**src/rtl/serial_addsub_ovf.sv**
```systemverilog
// Bit-serial two's-complement add/subtract with carry-out and signed overflow, LSB first.
// Latency: START at edge t0 -> DONE high in the cycle after edge t0+WIDTH.
// Backpressure: none; START is ignored outside IDLE, and S/CO/OVF hold until the next result.
//
// Ports:
//   CLK    clock, rising edge
//   nRST   synchronous active-low reset
//   START  request an operation (sampled in IDLE only)
//   SUB    0 = add, 1 = subtract (sampled with START)
//   A, B   WIDTH-bit two's-complement operands (sampled with START)
//   BUSY   high while bits are being processed
//   DONE   one-cycle pulse in the cycle after S/CO/OVF were updated
//   S      WIDTH-bit result, held between operations
//   CO     carry out of the MSB (subtract: 1 = no borrow)
//   OVF    signed overflow (carry into MSB XOR carry out of MSB)
module serial_addsub_ovf #(
    parameter int WIDTH = 4
) (
    input  logic             CLK,
    input  logic             nRST,
    input  logic             START,
    input  logic             SUB,
    input  logic [WIDTH-1:0] A,
    input  logic [WIDTH-1:0] B,
    output logic             BUSY,
    output logic             DONE,
    output logic [WIDTH-1:0] S,
    output logic             CO,
    output logic             OVF
);

    localparam int CW = $clog2(WIDTH);
    localparam logic [CW-1:0] LAST = CW'(WIDTH - 1);

    typedef enum logic [1:0] {
        IDLE = 2'd0,
        RUN  = 2'd1,
        FIN  = 2'd2
    } state_t;

    state_t state, state_nxt;

    logic [WIDTH-1:0] a_sh;     // operand A, consumed from bit 0
    logic [WIDTH-1:0] b_sh;     // operand B (already inverted for subtract)
    logic [WIDTH-1:0] sum_sh;   // partial sum, new bits enter at the MSB
    logic             carry;    // carry into the bit currently being processed
    logic [CW-1:0]    count;    // index of the bit currently being processed

    logic             s_bit;
    logic             c_nxt;
    logic             last_bit;

    // one full-adder slice
    assign s_bit    = a_sh[0] ^ b_sh[0] ^ carry;
    assign c_nxt    = (a_sh[0] & b_sh[0]) | (a_sh[0] & carry) | (b_sh[0] & carry);
    assign last_bit = (count == LAST);

    // state register
    always_ff @(posedge CLK) begin
        if (!nRST) begin
            state <= IDLE;
        end else begin
            state <= state_nxt;
        end
    end

    // next state and status outputs
    always_comb begin
        state_nxt = state;
        BUSY      = 1'b0;
        DONE      = 1'b0;
        case (state)
            IDLE: begin
                if (START) begin
                    state_nxt = RUN;
                end
            end
            RUN: begin
                BUSY = 1'b1;
                if (last_bit) begin
                    state_nxt = FIN;
                end
            end
            FIN: begin
                // result registers were loaded on the edge that entered FIN
                DONE      = 1'b1;
                state_nxt = IDLE;
            end
            default: begin
                state_nxt = IDLE;
            end
        endcase
    end

    // serial datapath and result registers
    always_ff @(posedge CLK) begin
        if (!nRST) begin
            a_sh   <= '0;
            b_sh   <= '0;
            sum_sh <= '0;
            carry  <= 1'b0;
            count  <= '0;
            S      <= '0;
            CO     <= 1'b0;
            OVF    <= 1'b0;
        end else begin
            case (state)
                IDLE: begin
                    if (START) begin
                        // subtract as A + ~B + 1: invert B here, inject the +1 as carry-in
                        a_sh   <= A;
                        b_sh   <= B ^ {WIDTH{SUB}};
                        carry  <= SUB;
                        count  <= '0;
                        sum_sh <= '0;
                    end
                end
                RUN: begin
                    a_sh   <= a_sh >> 1;
                    b_sh   <= b_sh >> 1;
                    carry  <= c_nxt;
                    sum_sh <= {s_bit, sum_sh[WIDTH-1:1]};
                    count  <= count + CW'(1);
                    if (last_bit) begin
                        // 'carry' here is the carry into the MSB; c_nxt is the carry out of it
                        S   <= {s_bit, sum_sh[WIDTH-1:1]};
                        CO  <= c_nxt;
                        OVF <= carry ^ c_nxt;
                    end
                end
                default: begin
                end
            endcase
        end
    end

endmodule

```
**config.mk**
```make
export PLATFORM = sky130hd
export DESIGN_NAME = serial_addsub_ovf
export DESIGN_NICKNAME = d
export VERILOG_FILES = /design/src/rtl/serial_addsub_ovf.sv
export SDC_FILE = /design/constraint.sdc
export NUM_CORES = 1
export LEC_CHECK = 0
export BUFFER_PORTS_ARGS = -buffer_cell sky130_fd_sc_hd__buf_2
export CORE_UTILIZATION = 31
export DETAILED_ROUTE_END_ITERATION = 10
export PLACE_DENSITY_LB_ADDON = 0.3
export SLEW_MARGIN = 20
export SYNTH_ARGS = -nofsm -noshare
export SYNTH_HDL_FRONTEND = slang
export SYNTH_SLANG_ARGS = --single-unit
```
**constraint.sdc**
```tcl
create_clock -name CLK -period 3.1 [get_ports CLK]
set_clock_uncertainty 0.2 [all_clocks]
set_input_delay 0.31 -clock CLK [delete_from_list [all_inputs] [get_ports CLK]]
set_output_delay 0.31 -clock CLK [all_outputs]
set_load 0.02 [all_outputs]
```
==> results of run 1 <==
-- layout by cell type (no fill, tap or decap), types with 4 or more instances in the layout --
cell,count
nor2b_1,12
dfxtp_1,22
buf_2,19
a21oi_1,4
nor2_1,5
a21boi_1,4
o221a_2,4
nand3_1,10
nand2_1,6
a22oi_1,6
-- state kept, by name (all words and copies together) (netlist names) --
name / cells
S: 4
a_sh: 4
b_sh: 4
sum_sh: 3
count: 2
state: 2
CO: 1
OVF: 1
carry: 1
-- worst max-delay path, delay by kind of cell, from the launching register on --
| kind | cells | cell delay, ns |
|---|---|---|
| simple gates | 1 | 0.43 |
| flops | 1 | 0.62 |
| buf+inv | 1 | 0.24 |
-- worst paths after layout --
kind         slack [ns]  cells past startpoint                     end
max                1.00                      2                    BUSY
min                0.07                      3    a_sh[3]$_SDFFE_PN0P_
max reg2reg        1.53                      3  sum_sh[2]$_SDFFE_PN0P_
min reg2reg        0.26                      2       S[3]$_SDFFE_PN0P_
-- logic make-up (layout without fill, tap and decap cells) --
logic type,Yosys count,in the layout,share of synthesized area [%]
and+or+nand+nor,41,41,23.9
AOI/OAI and AO/OA,23,23,18.2
DFF,22,22,44.0
buffers and inverters,8,24,4.25
xor gates and xnor gates,5,5,4.38
adders and majority gates,2,2,3.25
muxes,2,2,2.00
-- metrics by stage --
step                instances  power (mW)  cell area (um^2)
floorplan                 103       0.362              1000
global placement          159       0.377              1110
detailed placement        159       0.379              1110
CTS                       163       0.596              1160
global route              163       0.615              1160
finish                    163       0.588              1160
-- layer usage --
layer	up-vias	part of all wire, %	track usage [%]	wire length, um
li1	393	-	-	-
met1	338	48	14.2	864
met2	19	46	19.3	829
met3	2	4.3	1.32	77
met4	0	1.5	6.12	27
met5	-	0	0	0
-- report_power, final --
| group | switching (mW) | internal, mW | leakage, nW |
|---|---|---|---|
| Sequential | 0.0113 | 0.295 | 0.180 |
| Clock | 0.0860 | 0.131 | 0.0279 |
| Combinational | 0.0323 | 0.0327 | 0.262 |
-- cell type report --
| cell class | instances | area, um^2 |
|---|---|---|
| flip-flops and latches | 22 | 440 |
| fillers | 330 | 1890 |
| well taps | 44 | 55.1 |
| repair buffers | 19 | 95.1 |
| clock inverters | 1 | 30.0 |
| clock buffers | 3 | 22.5 |
| multi-input cells | 73 | 518 |
| inverters | 1 | 3.75 |
==> flow_summary.yaml, run 1 <==
status:
  outcome: "completed"
clock_tree:
  ctsHtreeMaxLevel: 1
  cts-root-to-sink-buffers: 2
  cts-buffers-inserted: 3
  cts_tree: "yes"
  cts_hold_buf: 0
  cts_setup_buffers: 0
  cts-root-buf: "clkbuf_4"
  clkSlewWorstSetupHoldPaths_ns: 0.12
  clkLatencyLatePin_ns: 0.30
  ctsResizeCount: 0
  clkSinkCount: 22
cells_and_area:
  flow.area_growth_from_synthesis_pct: 16.4
  final_layout_size_suffix_gt1_share_pct: 27.7
  antennaDiodeCount: 0
  final_net_count: 134
  final_util_pct: 38.2
yosys:
  post-synth-top-area-cell: "dfxtp_1"
  post_synth_instance_area_um2: 1000
  synth.top_cells.by_area: "dfxtp_1 (44%), nor2b_1 (7.5%), nand3_1 (5.0%)"
  synthesis.area_per_instance_um2: 9.72
  synthFlopType: "dfxtp_1"
  ys_top_cells_by_count: "dfxtp_1 (22), nor2b_1 (12), nand3_1 (10)"
  synth.net_count: 117
  synth_cell_type_count: 28
  synth.top_cell.area_share_pct: 44.0
  syn-instance-count: 103
  post-synth-top-count-cell: "dfxtp_1"
  synth.ff_latch_count: 22
  synth_edf_count: 0
  ys.warnings.count: 0
  share_of_synthesized_area_occupied_by_flip_flops_and_latches_pct: 44.0
  async_s_r_ff_share_synth_pct: 0
sta:
  report.final.setup_viol: 0
  max_clock_freq_mhz: 476
  worst_slew_margin_rel_pct: 69.7
  setup-tns-final_ns: 0
  max_slew.worst_pin.slew_ns: 0.453
  rsz0062_at_grt: "no"
  hold_viol_final: 0
  minimum_clock_period_after_layout_ns: 2.10
  fin_ws_ns: 1.00
  fin_worst_hold_slack_ns: 0.0745
  maxSlewViolCount: 0
  finalCritPeriodShare_pct: 67.7
setup_path:
  required_ns: 2.59
  critPathLaunch: "state[0]$_SDFFE_PN0P_"
  crit_path_top_delay_cell: "dfxtp_1"
  cp-start-kind: "register"
  worstPathArrival_ns: 1.59
  crit_chain: "nor2b_4 > buf_2"
  setup.worst_path.end_class: "output pin"
  crit_type: "reg -> out"
  timing.critical_path.fanout_max: 15
  rr_startpoint: "state[0]$_SDFFE_PN0P_"
  timing.critical_path.slowest_cell_delay_ns: 0.62
placement:
  placement.setup.worst_slack_ns: 1.33
  globalplace.congestion: 0.741
  dp_hpwl_mm: 1.28
  port_buffers: 19
routing:
  drt_pre_antenna_iters: 4
  avgRoutedWirePerCell_um: 11.0
  drtAntennaViolNets: 0
  routed_wirelength_mm: 1.80
  drt_iter0_drc: 13
  drt_drc_violations_left: 0
  via_per_inst: 4.61
  routed-via-count: 752
flow_run:
  cap_violations: 0
global_routing:
  global_route.usage.total_pct: 11.4
  grt_antenna_before_repair: 0
  grt_remaining_overflow: 0
  via_count_of_the_first_global_routing_pass: 705
  grt_max_degree: 27
  global_route_wire_length_before_repair_mm: 3.02
power:
  power_per_cell_area_nw_per_um2: 505
  power.leakage_nw: 0.470
  irDropWorstVdd_uv: 199
floorplan:
  floorplan.die.height_um: 58.8
  floorplan.initialDensity_pct: 32.8
  io_pins: 20
  die-area_um2: 3460
  chipWidth_um: 58.8
  row_count: 20
  core-area_um2: 3050
hold_path:
  worstHoldPathType: "in -> reg"
  hold_path.startpoint: "A[3]"
Power figures use the tool's default switching activity.
==> run 2, diff against run 1 <==
Clock period 3.1 ns to 2.1 ns, I/O delays scaled along.
==> flow_summary.yaml, run 2 (synthesized netlist as in run 1, its figures left out) <==
setup_path:
  worstPathArrival_ns: 1.59
  cp-start-kind: "register"
  required_ns: 1.69
  setup.worst_path.end_class: "output pin"
  crit_path_top_delay_cell: "dfxtp_1"
  crit_type: "reg -> out"
  timing.critical_path.slowest_cell_delay_ns: 0.62
  timing.critical_path.fanout_max: 15
  crit_chain: "nor2b_4 > buf_2"
placement:
  globalplace.congestion: 0.735
  dp_hpwl_mm: 1.28
  dpl_cell_area_um2: 1120
  post-place-cells: 160
  port_buffers: 19
status:
  violations: "hold timing"
  outcome: "finished with violations"
clock_tree:
  cts-root-to-sink-buffers: 2
  clkSlewWorstSetupHoldPaths_ns: 0.12
  ctsHtreeMaxLevel: 1
  cts-buffers-inserted: 3
  clkLatencyLatePin_ns: 0.31
  clkSinkCount: 22
  ctsResizeCount: 0
  cts_setup_buffers: 0
  cts_hold_buf: 1
  cts-root-buf: "clkbuf_4"
  cts_tree: "yes"
global_routing:
  grt_antenna_before_repair: 0
  global_route.usage.total_pct: 11.4
  global_route_wire_length_before_repair_mm: 2.96
  grt_remaining_overflow: 0
  via_count_of_the_first_global_routing_pass: 674
  grt_max_degree: 27
routing:
  via_per_inst: 4.81
  avgRoutedWirePerCell_um: 11.1
  drt_drc_violations_left: 0
  drt_iter0_drc: 29
  routed_wirelength_mm: 1.82
  drtAntennaViolNets: 0
  routed-via-count: 789
  drt_pre_antenna_iters: 5
cells_and_area:
  fin_cells: 164
  final_net_count: 136
  layout_commonest_cell: "dfxtp_1"
  commonest_cells_after_routing_fill_and_taps_aside: "dfxtp_1 (22), buf_2 (19), nor2b_1 (12)"
  antennaDiodeCount: 0
  final_layout_size_suffix_gt1_share_pct: 27.5
  post-route-cell-area_um2: 1150
  flow.area_growth_from_synthesis_pct: 15.1
  reg_top3: "S x4, a_sh x4, b_sh x4"
sta:
  finalCritPeriodShare_pct: 95.0
  max_slew.worst_pin.slew_ns: 0.455
  hold_viol_final: 1
  rsz0062_at_grt: "no"
  fin_worst_hold_slack_ns: -0.00148
  minimum_clock_period_after_layout_ns: 2.00
  max_clock_freq_mhz: 501
  maxSlewViolCount: 0
  setup-tns-final_ns: 0
  report.final.setup_viol: 0
  worst_slew_margin_rel_pct: 69.6
power:
  power_per_cell_area_nw_per_um2: 639
  p_total_uw: 737
  irDropWorstVdd_uv: 219
  power.leakage_nw: 0.465
floorplan:
  chipWidth_um: 58.8
  core-area_um2: 3050
  floorplan.die.height_um: 58.8
  die-area_um2: 3460
  row_count: 20
  floorplan.initialDensity_pct: 32.8
  io_pins: 20
hold_path:
  worstHoldPathType: "in -> reg"
flow_run:
  cap_violations: 0
[run 2: layout make-up]
type	count	area (um^2)
fillers	326	1900
inverters	1	3.75
multi-input cells	73	518
well taps	44	55.1
clock buffers	3	22.5
repair buffers	21	113
flip-flops and latches	22	440
[run 2: per-stage QoR]
step | setup slack [ns] | utilization [%] | hold slack [ns]
after CTS | 0.107 | 37.7 | 0.00110
after global routing | 0.00655 | 37.7 | 0.0199
final | 0.105 | 37.7 | -0.00148
after global placement | 0.475 | 36.7 | 0.239
after floorplan | 0.633 | - | 0.163
after detailed placement | 0.454 | 36.7 | 0.242
[run 2: routing by layer]
metal	GRT usage (%)	part of all wire (%)	up-vias
li1	-	-	398
met1	14.4	49	370
met2	18.3	46	18
met3	1.32	3.5	3
met4	7.14	1.3	0
met5	0	0	-
[run 2: power breakdown]
part	internal [mW]	switching (mW)
Sequential	0.436	0.0166
Clock	0.0670	0.120
Combinational	0.0497	0.0479
Total	0.553	0.184
[run 2: final timing paths]
check,from,to,slack [ns],cells after the start
max reg2reg,state[0]$_SDFFE_PN0P_,sum_sh[1]$_SDFFE_PN0P_,0.52,3
min reg2reg,S[1]$_SDFFE_PN0P_,S[1]$_SDFFE_PN0P_,0.25,2
min,B[0],b_sh[0]$_SDFFE_PN0P_,-0.001,3
max,state[0]$_SDFFE_PN0P_,BUSY,0.10,2
[run 2: worst max-delay path, delay by kind of cell, from the launching register on]
kind          cells  cell delay (ns)
buf+inv           1             0.23
flops             1             0.62
simple gates      1             0.42
==> run 3, diff against run 2 <==
Settings changed: CORE_ASPECT_RATIO from default to 0.7.
==> flow_summary.yaml, run 3 (synthesized netlist as in run 1, its figures left out) <==
power:
  power.leakage_nw: 0.476
  internal_power_uw: 651
  irDropWorstVdd_uv: 297
  clock_power_share_pct: 35.2
  fraction_of_power_consumed_by_sequential_logic_pct: 53.4
  p_total_uw: 849
  power_per_cell_area_nw_per_um2: 729
  p_sw_uw: 198
  net_sw_share_pct: 23.3
  p_comb_share_pct: 11.5
setup_path:
  cp-start-kind: "register"
  critPathLaunch: "state[0]$_SDFFE_PN0P_"
  worstPathArrival_ns: 1.56
  setup.worst_path.end_class: "output pin"
  timing.critical_path.fanout_max: 15
  crit_type: "reg -> out"
  worstRegToRegCells: 3
  worst_r2r_endpoint: "sum_sh[1]$_SDFFE_PN0P_"
  rr_startpoint: "state[0]$_SDFFE_PN0P_"
  required_ns: 1.69
  reg2reg_setup_slack_ns: 0.48
routing:
  avgRoutedWirePerCell_um: 12.4
  drt_drc_violations_left: 0
  routed-via-count: 765
  via_per_inst: 4.90
  drtAntennaViolNets: 0
  routed_wirelength_mm: 1.93
  drt_pre_antenna_iters: 4
  drt_iter0_drc: 30
cells_and_area:
  reg_top3: "S x4, a_sh x4, b_sh x4"
  final_net_count: 135
  commonest_cells_after_routing_fill_and_taps_aside: "dfxtp_1 (22), buf_2 (19), nor2b_1 (12)"
  flow.area_growth_from_synthesis_pct: 16.4
  layout_commonest_cell: "dfxtp_1"
  fin_cells: 156
  final_layout_size_suffix_gt1_share_pct: 28.3
  antennaDiodeCount: 0
floorplan:
  floorplan.die.height_um: 49.5
  die-area_um2: 3460
  chipWidth_um: 69.9
  io_pins: 20
  core-area_um2: 2920
  floorplan.initialDensity_pct: 34.2
  row_count: 16
clock_tree:
  cts_setup_buffers: 0
  clkLatencyLatePin_ns: 0.26
  cts-root-to-sink-buffers: 2
  ctsHtreeMaxLevel: 1
  ctsResizeCount: 0
  cts-buffers-inserted: 3
  clkSlewWorstSetupHoldPaths_ns: 0.08
  cts_hold_buf: 0
  cts_tree: "yes"
  cts-root-buf: "clkbuf_8"
  clkSinkCount: 22
flow_run:
  cap_violations: 0
placement:
  dp_hpwl_mm: 1.37
  port_buffers: 19
  globalplace.congestion: 0.716
  post-place-cells: 152
global_routing:
  global_route.usage.total_pct: 12.0
  use_met3_pct: 5.11
  global_route_wire_length_before_repair_mm: 3.22
  top_usage_layer: "met2"
  grt_util_met1_pct: 14.8
  grt_antenna_before_repair: 0
  via_count_of_the_first_global_routing_pass: 736
  grt_remaining_overflow: 0
  grtUsageMet2_pct: 19.2
  grt_max_degree: 27
sta:
  report.final.setup_viol: 0
  max_clock_freq_mhz: 508
  setup-tns-final_ns: 0
  max_slew.worst_pin.slew_ns: 0.472
  maxSlewViolCount: 0
  rsz0062_at_grt: "no"
  worst_slew_margin_rel_pct: 68.5
  finalCritPeriodShare_pct: 93.7
  hold_viol_final: 0
  minimum_clock_period_after_layout_ns: 1.97
hold_path:
  worstHoldPathType: "in -> reg"
  hold_path.startpoint: "A[3]"
  timing.hold.worst_path_depth: 3
  whs_endpoint: "a_sh[3]$_SDFFE_PN0P_"
status:
  outcome: "completed"
==> run 3: changes by cell type in the layout (fill, tap and decap cells not counted), sizes merged <==
cell / change
clkbuf: +1
dlygate4sd3: -1
==> run 3: layout make-up <==
cell class,instances,area (um^2)
fillers,303,1760
multi-input cells,73,518
well taps,36,45.0
inverters,1,3.75
clock buffers,4,55.1
repair buffers,20,103
flip-flops and latches,22,440
==> run 3: routing by layer <==
| metal | part of all wire, % | vias to the layer above |
|---|---|---|
| li1 | - | 396 |
| met1 | 51 | 353 |
| met2 | 43 | 16 |
| met3 | 5.2 | 0 |
| met4 | 0 | 0 |
| met5 | 0 | - |
==> run 3: metrics by stage <==
stage	setup slack, ns	instance area [um^2]	hold WS (ns)	utilization, %
floorplan	0.633	1000	0.163	-
global placement	0.478	1110	0.237	38.0
detailed placement	0.443	1110	0.245	38.0
CTS	0.143	1160	0.0173	39.9
global route	0.0148	1160	0.0303	39.9
finish	0.133	1160	0.0150	39.9
==> run 3: worst max-delay path by stage <==
stage / to / slack, ns
after floorplan: carry$_SDFFE_PN0P_ / 0.63
after global placement: BUSY / 0.48
after detailed placement: BUSY / 0.44
after CTS: BUSY / 0.14
after global routing: BUSY / 0.01
final: BUSY / 0.13
==> run 3: worst max-delay path, stage by stage, from the launching register on <==
cell,delay [ns]
dfxtp_1,0.62
nor2b_4,0.44
buf_2,0.24
==> run 3: power groups by stage <==
stage / logic, mW / clock network, mW / registers (mW)
finish: 0.0972 / 0.299 / 0.453
global placement: 0.0942 / 0 / 0.462
floorplan: 0.0780 / 0 / 0.457
detailed placement: 0.0992 / 0 / 0.462
CTS: 0.0992 / 0.311 / 0.453
global route: 0.108 / 0.338 / 0.456
